**config.mk**
```make
export PLATFORM = sky130hd
export DESIGN_NAME = clk_div_tick
export DESIGN_NICKNAME = d
export VERILOG_FILES = /design/src/rtl/clk_div_tick.sv
export SDC_FILE = /design/constraint.sdc
export NUM_CORES = 1
export LEC_CHECK = 0
export BUFFER_PORTS_ARGS = -buffer_cell sky130_fd_sc_hd__buf_2
export CAP_MARGIN = 20
export CORE_UTILIZATION = 25
export DETAILED_ROUTE_END_ITERATION = 7
export GPL_TIMING_DRIVEN = 0
export PLACE_DENSITY = 0.52
export SLEW_MARGIN = 40
export SYNTH_ARGS = -nofsm -noshare
export SYNTH_HDL_FRONTEND = slang
export SYNTH_SLANG_ARGS = --single-unit
```
**constraint.sdc**
```tcl
create_clock -name clk -period 2.75 [get_ports clk]
set_input_delay 0.1375 -clock clk [delete_from_list [all_inputs] [get_ports clk]]
set_output_delay 0.1375 -clock clk [all_outputs]
set_load 0.01 [all_outputs]
```
**src/rtl/clk_div_tick.sv**
```systemverilog
// clk_div_tick: turns rising edges of a selected divider output into
// one-cycle ticks, counts them against a terminal count and watches the
// divider's 3-bit count sequence for corruption (sticky error flag).
module clk_div_tick (
    input  logic       clk,
    input  logic       reset,
    input  logic [2:0] div_in,
    input  logic [1:0] sel,
    input  logic       enable,
    input  logic [7:0] tc,
    input  logic       err_clr,
    output logic       tick,
    output logic [7:0] cnt,
    output logic       wrap,
    output logic       err
);

    logic [2:0] r_div_q;
    logic       r_chk_vld;
    logic       r_tick;
    logic [7:0] r_cnt;
    logic       r_wrap;
    logic       r_err;

    logic       w_sel_cur;
    logic       w_sel_prev;
    logic       w_rise;
    logic [2:0] w_div_next;
    logic       w_viol;

    // Pick the current and previous sample of the selected divider bit;
    // sel = 3 selects nothing, so no rise can ever be seen.
    always_comb begin
        w_sel_cur  = 1'b0;
        w_sel_prev = 1'b0;
        case (sel)
            2'd0: begin
                w_sel_cur  = div_in[0];
                w_sel_prev = r_div_q[0];
            end
            2'd1: begin
                w_sel_cur  = div_in[1];
                w_sel_prev = r_div_q[1];
            end
            2'd2: begin
                w_sel_cur  = div_in[2];
                w_sel_prev = r_div_q[2];
            end
            default: begin
                w_sel_cur  = 1'b0;
                w_sel_prev = 1'b0;
            end
        endcase
    end

    assign w_rise     = enable & w_sel_cur & ~w_sel_prev;

    // The divider must advance by one (mod 8) each clock; a divider held
    // at zero (its own reset) is also legal.
    assign w_div_next = 3'(r_div_q + 3'd1);
    assign w_viol     = r_chk_vld
                        & (div_in != w_div_next)
                        & ~((div_in == 3'd0) & (r_div_q == 3'd0));

    // Sample the divider and arm the sequence checker one clock after reset
    // so the first sample is never compared with the reset value of div_q.
    always_ff @(posedge clk or negedge reset) begin
        if (!reset) begin
            r_div_q   <= 3'd0;
            r_chk_vld <= 1'b0;
        end else begin
            r_div_q   <= div_in;
            r_chk_vld <= 1'b1;
        end
    end

    // Tick, counter and wrap all move on the same edge; cnt >= tc (rather
    // than ==) makes a lowered tc wrap on the next rise and caps cnt at 255.
    always_ff @(posedge clk or negedge reset) begin
        if (!reset) begin
            r_tick <= 1'b0;
            r_cnt  <= 8'd0;
            r_wrap <= 1'b0;
        end else begin
            r_tick <= w_rise;
            r_wrap <= 1'b0;
            if (w_rise) begin
                if (r_cnt >= tc) begin
                    r_cnt  <= 8'd0;
                    r_wrap <= 1'b1;
                end else begin
                    r_cnt  <= r_cnt + 8'd1;
                end
            end
        end
    end

    // Sticky error: a violation sets it and beats a simultaneous clear.
    always_ff @(posedge clk or negedge reset) begin
        if (!reset) begin
            r_err <= 1'b0;
        end else if (w_viol) begin
            r_err <= 1'b1;
        end else if (err_clr) begin
            r_err <= 1'b0;
        end
    end

    assign tick = r_tick;
    assign cnt  = r_cnt;
    assign wrap = r_wrap;
    assign err  = r_err;

endmodule

```
==> metrics.txt, run 1 <==
# TYPE chip_impl_metric gauge
chip_impl_metric{name="pin_count_of_the_biggest_net_entering_global_routing",unit=""} 16
chip_impl_metric{name="critical_path_arrival",unit="ns"} 2.16
chip_impl_metric{name="route.vias.total",unit=""} 786
chip_impl_metric{name="design.die.area",unit="um2"} 4023
chip_impl_metric{name="multi_input_comb_area",unit="um2"} 518.0
chip_impl_metric{name="layout_worst_path_cycle_share",unit=""} 0.7305
chip_impl_info{name="rsz0062_at_grt",value="no"} 1
chip_impl_metric{name="die_w",unit="um"} 63.43
chip_impl_metric{name="async_reset_ff_frac",unit=""} 1.000
chip_impl_info{name="holdCritPathClass",value="primary input to flip-flop"} 1
chip_impl_metric{name="hold_violations",unit=""} 0
chip_impl_metric{name="fin_skew",unit="ns"} 0.005816
chip_impl_metric{name="cts_sink_count",unit=""} 15
chip_impl_metric{name="fin_hold_ws",unit="ns"} 0.05489
chip_impl_metric{name="post_cts_resized",unit=""} 0
chip_impl_metric{name="clk_latency",unit="ns"} 0.25
chip_impl_metric{name="globalRouteTotalUtil",unit=""} 0.1093
chip_impl_metric{name="maxClockFrequency",unit="MHz"} 497.8
chip_impl_metric{name="place.detailed.hpwl",unit="um"} 1526
chip_impl_metric{name="clock_tree.buffer_depth",unit=""} 2
chip_impl_metric{name="final.min_clock_period",unit="ns"} 2.009
chip_impl_metric{name="sequential_area",unit="um2"} 375.4
chip_impl_info{name="timing.critical_path.from_type",value="flip-flop"} 1
chip_impl_info{name="critPathKind",value="flip-flop to flip-flop"} 1
chip_impl_metric{name="worstPathRequired",unit="ns"} 2.90
chip_impl_metric{name="num_rows",unit=""} 21
chip_impl_metric{name="initial_utilization",unit=""} 0.2720
chip_impl_metric{name="first_global_vias",unit=""} 785
chip_impl_metric{name="cts-htree-levels",unit=""} 1
chip_impl_metric{name="post_cts_buffers",unit=""} 0
chip_impl_metric{name="drc",unit=""} 0
chip_impl_metric{name="gp_congestion",unit=""} 0.7656
chip_impl_metric{name="grt_overflow",unit=""} 0
chip_impl_metric{name="clkSlewWorstSetupHoldPaths",unit="ns"} 0.06
chip_impl_info{name="run_status",value="complete, no violations"} 1
chip_impl_metric{name="drt-wirelength-per-cell",unit="um"} 11.03
chip_impl_metric{name="worst_ir_drop_vdd",unit="mV"} 0.2590
chip_impl_metric{name="max-cap-violations",unit=""} 0
chip_impl_info{name="cts-root-buf",value="sky130_fd_sc_hd__clkbuf_8"} 1
chip_impl_metric{name="synth_fp_nets",unit=""} 121
chip_impl_metric{name="cts_inserted_buffers",unit=""} 3
chip_impl_metric{name="drc_violation_total_after_the_first_tritonroute_iteration",unit=""} 9
chip_impl_metric{name="fin_total_pwr",unit="mW"} 0.7197
chip_impl_metric{name="drt_via_density",unit=""} 4.596
chip_impl_metric{name="report.final.setup_viol",unit=""} 0
chip_impl_metric{name="antenna_found_initial",unit=""} 0
chip_impl_metric{name="dr.pass1.iters",unit=""} 4
chip_impl_metric{name="p_leak",unit="nW"} 0.6268
chip_impl_metric{name="postRouteWirelength",unit="um"} 1886
chip_impl_metric{name="fin_nets",unit=""} 154
chip_impl_metric{name="synth.ff_latch_count",unit=""} 15
chip_impl_metric{name="maxSlewViolCount",unit=""} 0
chip_impl_metric{name="diodes",unit=""} 0
chip_impl_metric{name="number_of_synthesized_flops_with_an_enable_pin",unit=""} 0
chip_impl_metric{name="fp.dieH",unit="um"} 63.43
chip_impl_metric{name="synth_cells",unit=""} 93
chip_impl_metric{name="synth_sequential_area_ratio",unit=""} 0.3979
chip_impl_info{name="worstSetupEndpointType",value="flip-flop"} 1
chip_impl_metric{name="drive_above_1_share",unit=""} 0.3360
chip_impl_metric{name="fillCellCount",unit=""} 390
chip_impl_metric{name="grt_pass1_wl",unit="um"} 3443
chip_impl_metric{name="setup_total_negative_slack",unit="ns"} 0
chip_impl_metric{name="power_density",unit="nW/um2"} 603.6
chip_impl_metric{name="port-buffer-count",unit=""} 27
chip_impl_metric{name="yosysWarnings",unit=""} 0
chip_impl_metric{name="core_area",unit="um2"} 3468
chip_impl_metric{name="synth_area",unit="um2"} 943.4
chip_impl_metric{name="synth.lib_cells_used.distinct",unit=""} 30
chip_impl_metric{name="detail-route-antenna-nets",unit=""} 0
chip_impl_metric{name="synthToLayoutAreaGrowth",unit="%"} 26.39
chip_impl_metric{name="post_synth.cell_area_avg",unit="um2"} 10.14
chip_impl_info{name="clock_tree_from_tritoncts",value="yes"} 1
chip_impl_metric{name="ioPinCount",unit=""} 28
chip_impl_info{name="synth_top_flop_cell",value="sky130_fd_sc_hd__dfrtp_1"} 1
chip_impl_metric{name="crit_path_max_fanout",unit=""} 6
==> flip-flops by register name, summed over array words and instances, names as in the netlist <==
register   flops
r_div_q        3
cnt            8
r_chk_vld      1
wrap           1
err            1
tick           1
==> critical path, stage by stage, from the launching register on <==
cell and delay, ns:
sky130_fd_sc_hd__dfrtp_1 0.44, sky130_fd_sc_hd__ha_1 0.33, sky130_fd_sc_hd__a211o_1 0.30, sky130_fd_sc_hd__a31oi_2 0.20
sky130_fd_sc_hd__o221a_2 0.28, sky130_fd_sc_hd__nand2_2 0.10, sky130_fd_sc_hd__o311ai_2 0.25
==> timing repair <==
| item | in CTS | in global routing |
|---|---|---|
| hold buffers | 1 | 0 |
| setup endpoints to repair | 0 | 0 |
| hold endpoints to repair | 15 | 0 |
==> worst paths after layout <==
kind,start,endpoint,slack [ns],cells past startpoint
setup / recovery,cnt[2]$_DFFE_PN0P_,cnt[7]$_DFFE_PN0P_,0.74,6
hold / removal,div_in[1],r_div_q[1]$_DFF_PN0_,0.05,1
setup reg to reg,cnt[2]$_DFFE_PN0P_,cnt[7]$_DFFE_PN0P_,0.74,6
hold reg to reg,err$_DFFE_PN0P_,err$_DFFE_PN0P_,0.53,2
max in group asynchronous,reset,cnt[6]$_DFFE_PN0P_,2.17,2
min in group asynchronous,reset,cnt[4]$_DFFE_PN0P_,0.33,2
==> synthesized netlist by cell type, drive strengths merged (2+ instances only) <==
library cell / count / area share
a22o: 5 / 0.046
ha: 11 / 0.15
o21ai: 6 / 0.032
a21oi: 2 / 0.011
nand2: 7 / 0.033
and3: 3 / 0.021
nor2b: 4 / 0.027
xnor2: 3 / 0.028
a211o: 2 / 0.019
nor2: 3 / 0.015
nand2b: 2 / 0.013
dfrtp: 15 / 0.40
inv: 12 / 0.048
nand3: 5 / 0.027
o311ai: 3 / 0.044
==> layer usage <==
| layer | part of all wire | vias up | GRT usage |
|---|---|---|---|
| met5 | 0 | - | 0 |
| met1 | 0.50 | 355 | 0.1424 |
| li1 | - | 395 | - |
| met2 | 0.42 | 31 | 0.1702 |
| met3 | 0.063 | 5 | 0.02355 |
| met4 | 0.019 | 0 | 0.05114 |
==> power breakdown <==
group          leakage, nW  internal (mW)  switching (mW)  total [mW]
Sequential           0.187          0.254          0.0483       0.303
Combinational        0.415          0.114           0.126       0.240
Clock               0.0255          0.100          0.0769       0.177
==> kinds of logic after synthesis <==
logic type	share of synthesized area
flip-flops	0.3979
adder cells (fa/ha/maj)	0.1459
buffers and inverters	0.05304
AO/OA/AOI/OAI	0.2082
XOR/XNOR	0.03714
AND/OR/NAND/NOR	0.1538
other	0.003975
==> cell type report <==
type	instances	area share
Multi-Input combinational cell	65	0.4344
Sequential cell	15	0.3148
Timing Repair Buffer	28	0.1217
Tap cell	46	0.04827
Inverter	13	0.04197
Clock buffer	3	0.03463
Clock inverter	1	0.004197
==> per-stage QoR <==
stage / worst slack (ns) / utilization / area (um2) / std cells
2_1_floorplan: 0.8841 / - / 943.4 / 93
3_5_place_dp: 0.7433 / 0.3276 / 1136 / 166
5_1_grt: 0.6249 / 0.3438 / 1192 / 171
6_report: 0.7412 / 0.3438 / 1192 / 171
3_3_place_gp: 0.7725 / 0.3276 / 1136 / 166
4_1_cts: 0.7145 / 0.3438 / 1192 / 171
==> placed cells by master, fill, tap and decap left out, types with 3 or more instances in the layout <==
master and count:
sky130_fd_sc_hd__buf_2 27, sky130_fd_sc_hd__dfrtp_1 15, sky130_fd_sc_hd__inv_1 12, sky130_fd_sc_hd__ha_1 11, sky130_fd_sc_hd__nand3_1 5, sky130_fd_sc_hd__nand2_1 5
sky130_fd_sc_hd__a22o_1 5, sky130_fd_sc_hd__nor2b_1 4, sky130_fd_sc_hd__o21ai_1 3, sky130_fd_sc_hd__o21ai_0 3, sky130_fd_sc_hd__xnor2_1 3, sky130_fd_sc_hd__clkbuf_8 3
Power figures use the tool's default switching activity.
==> run 2, diff against run 1 <==
Settings changed: PLACE_DENSITY 0.52 to 0.53.
Clock period 2.75 ns to 1.8 ns, I/O delays scaled along.
==> run 2 against run 1 <==
Compared with the run above:
- the flow now finishes with violations (setup timing)
- maximum frequency is 11% higher
- sequential power is 45% higher
- flip-flop and latch count stayed put
- cell area is 15% higher
- critical path type unchanged
==> metrics.txt, run 2 (same netlist as run 1, synthesis figures left out) <==
# TYPE chip_impl_metric gauge
chip_impl_metric{name="finalInstanceArea",unit="um2"} 1376
chip_impl_metric{name="globalRouteTotalUtil",unit=""} 0.1205
chip_impl_info{name="worstSetupEndpointType",value="flip-flop"} 1
chip_impl_metric{name="dp_worst_setup_slack",unit="ns"} -0.09072
chip_impl_metric{name="gp_congestion",unit=""} 0.7105
chip_impl_metric{name="drc_violation_total_after_the_first_tritonroute_iteration",unit=""} 5
chip_impl_metric{name="worst_r2r_path_depth",unit=""} 6
chip_impl_metric{name="max-cap-violations",unit=""} 0
chip_impl_metric{name="setup_ws",unit="ns"} -0.01013
chip_impl_metric{name="die_w",unit="um"} 63.43
chip_impl_info{name="timing.hold.worst_endpoint",value="r_div_q[2]$_DFF_PN0_"} 1
chip_impl_metric{name="postRouteWirelength",unit="um"} 2151
chip_impl_metric{name="route.layer.met1.wl",unit="um"} 1075
chip_impl_metric{name="drc",unit=""} 0
chip_impl_metric{name="wl_met2",unit="um"} 948
chip_impl_metric{name="route.vias.total",unit=""} 849
chip_impl_metric{name="ioPinCount",unit=""} 28
chip_impl_metric{name="fin_skew",unit="ns"} 0.002955
chip_impl_metric{name="core_area",unit="um2"} 3468
chip_impl_metric{name="initial_utilization",unit=""} 0.2720
chip_impl_metric{name="crit_path_max_fanout",unit=""} 5
chip_impl_info{name="mostFrequentLayoutCell",value="sky130_fd_sc_hd__buf_2"} 1
chip_impl_metric{name="cts_sink_count",unit=""} 15
chip_impl_metric{name="fin_hold_ws",unit="ns"} 0.009049
chip_impl_metric{name="cts-htree-levels",unit=""} 1
chip_impl_info{name="cts-root-buf",value="sky130_fd_sc_hd__clkbuf_8"} 1
chip_impl_info{name="reg2reg_from",value="cnt[6]$_DFFE_PN0P_"} 1
chip_impl_metric{name="layout_worst_path_cycle_share",unit=""} 1.006
chip_impl_metric{name="detail-route-antenna-nets",unit=""} 0
chip_impl_metric{name="drive_above_1_share",unit=""} 0.4526
chip_impl_metric{name="dr.pass1.iters",unit=""} 2
chip_impl_metric{name="clock_power_share",unit=""} 0.201
chip_impl_metric{name="worstPathRequired",unit="ns"} 1.93
chip_impl_metric{name="diodes",unit=""} 0
chip_impl_metric{name="design.die.area",unit="um2"} 4023
chip_impl_metric{name="report.final.setup_viol",unit=""} 2
chip_impl_metric{name="p_comb_frac",unit=""} 0.464
chip_impl_metric{name="cts_inserted_buffers",unit=""} 3
chip_impl_metric{name="grt_pass1_wl",unit="um"} 3753
chip_impl_metric{name="grt_overflow",unit=""} 0
chip_impl_metric{name="num_rows",unit=""} 21
chip_impl_metric{name="port-buffer-count",unit=""} 27
chip_impl_info{name="rsz0062_at_grt",value="yes"} 1
chip_impl_metric{name="synthToLayoutAreaGrowth",unit="%"} 45.89
chip_impl_metric{name="fin_total_pwr",unit="mW"} 1.316
chip_impl_metric{name="maxClockFrequency",unit="MHz"} 552.4
chip_impl_info{name="timing.critical_path.from_type",value="flip-flop"} 1
chip_impl_metric{name="place.detailed.hpwl",unit="um"} 1552
chip_impl_metric{name="hold_violations",unit=""} 0
chip_impl_info{name="critPathKind",value="flip-flop to flip-flop"} 1
chip_impl_metric{name="seq_power_share",unit=""} 0.334
chip_impl_metric{name="largest_reg_flops",unit=""} 8
chip_impl_metric{name="pin_count_of_the_biggest_net_entering_global_routing",unit=""} 16
chip_impl_metric{name="p_leak",unit="nW"} 0.6939
chip_impl_metric{name="cell_internal_pwr",unit="mW"} 0.8650
chip_impl_metric{name="final.min_clock_period",unit="ns"} 1.810
chip_impl_metric{name="power_density",unit="nW/um2"} 956.1
chip_impl_metric{name="clock_tree.buffer_depth",unit=""} 2
chip_impl_info{name="failing_checks",value="setup timing"} 1
chip_impl_info{name="worst_hold_startpoint",value="div_in[2]"} 1
chip_impl_metric{name="route.met3.wl",unit="um"} 113
chip_impl_metric{name="maxSlewViolCount",unit=""} 0
chip_impl_metric{name="power_switching_share",unit=""} 0.3427
chip_impl_metric{name="worst_ir_drop_vdd",unit="mV"} 0.3442
chip_impl_info{name="clock_tree_from_tritoncts",value="yes"} 1
chip_impl_metric{name="drt_via_density",unit=""} 4.639
chip_impl_metric{name="hold_path_depth",unit=""} 1
chip_impl_metric{name="critical_path_arrival",unit="ns"} 1.94
chip_impl_metric{name="clkSlewWorstSetupHoldPaths",unit="ns"} 0.06
chip_impl_info{name="r2r_end",value="cnt[2]$_DFFE_PN0P_"} 1
chip_impl_metric{name="clk_latency",unit="ns"} 0.24
chip_impl_info{name="run_status",value="complete, but fails checks"} 1
chip_impl_metric{name="drt-wirelength-per-cell",unit="um"} 11.75
chip_impl_metric{name="dpl-instance-area",unit="um2"} 1220
chip_impl_metric{name="net-switching-power",unit="mW"} 0.4509
chip_impl_info{name="route.top_layer_used",value="met4"} 1
chip_impl_metric{name="fp.dieH",unit="um"} 63.43
chip_impl_metric{name="fin_nets",unit=""} 166
chip_impl_metric{name="first_global_vias",unit=""} 833
chip_impl_info{name="holdCritPathClass",value="primary input to flip-flop"} 1
chip_impl_metric{name="antenna_found_initial",unit=""} 0
chip_impl_metric{name="setup_slack_reg_to_reg",unit="ns"} -0.01
chip_impl_info{name="layout_common_cells",value="sky130_fd_sc_hd__buf_2 (27), sky130_fd_sc_hd__inv_1 (12), sky130_fd_sc_hd__buf_4 (12)"} 1
run 2: power by group through the flow:
stage               combinational [mW]  sequential, mW  clock (mW)
floorplan                        0.302           0.485           0
global placement                 0.436           0.478           0
detailed placement               0.447           0.481           0
CTS                              0.602           0.443       0.273
global route                     0.683           0.451       0.292
finish                           0.611           0.440       0.265
run 2: area by class of cell:
type	instances	area, um2
fillers	380	2092
well taps	46	57.56
repair buffers	40	235.2
inverters	13	50.05
multi-input cells	65	606.8
flip-flops and latches	15	381.6
clock buffers	4	45.04
run 2: worst max-delay path by stage:
stage                                   from                 end  slack [ns]  cells after the start
final                     cnt[6]$_DFFE_PN0P_  cnt[2]$_DFFE_PN0P_       -0.01                      6
after global routing      cnt[7]$_DFFE_PN0P_  cnt[2]$_DFFE_PN0P_       -0.10                      6
after CTS                 cnt[7]$_DFFE_PN0P_  cnt[2]$_DFFE_PN0P_       -0.04                      6
after detailed placement  cnt[7]$_DFFE_PN0P_  cnt[2]$_DFFE_PN0P_       -0.09                      6
after global placement    cnt[6]$_DFFE_PN0P_  cnt[2]$_DFFE_PN0P_       -0.07                      6
after floorplan           cnt[7]$_DFFE_PN0P_  cnt[2]$_DFFE_PN0P_      -0.006                      6
run 2: what timing repair did:
item | CTS | global route
pin swaps | 14 | 2
endpoints found under the setup margin | 8 | 8
gates resized for setup | 4 | 0
hold buffers | 1 | 0
gates cloned | 0 | 0
endpoints found under the hold margin | 15 | 0
setup buffers | 10 | 2
run 2: stage by stage:
| stage | setup TNS [ns] | cells | util |
|---|---|---|---|
| final | -0.01251 | 183 | 0.3968 |
| after CTS | -0.1983 | 181 | 0.3925 |
| after floorplan | -0.007327 | 93 | - |
| after global placement | -0.3856 | 166 | 0.3517 |
| after detailed placement | -0.4859 | 166 | 0.3517 |
| after global routing | -0.4967 | 183 | 0.3968 |
run 2: worst max-delay path: stages (launching register included):
cell and delay, ns:
sky130_fd_sc_hd__dfrtp_2 0.43, sky130_fd_sc_hd__ha_4 0.28, sky130_fd_sc_hd__nand2_4 0.04, sky130_fd_sc_hd__or3_4 0.38, sky130_fd_sc_hd__o221ai_4 0.24, sky130_fd_sc_hd__o21ai_1 0.12, sky130_fd_sc_hd__a22o_1 0.21
run 2: routing by layer:
layer	GRT usage	vias up
met2	0.1915	26
met4	0.03409	0
met1	0.1611	404
li1	-	417
met3	0.02899	2
met5	0	-
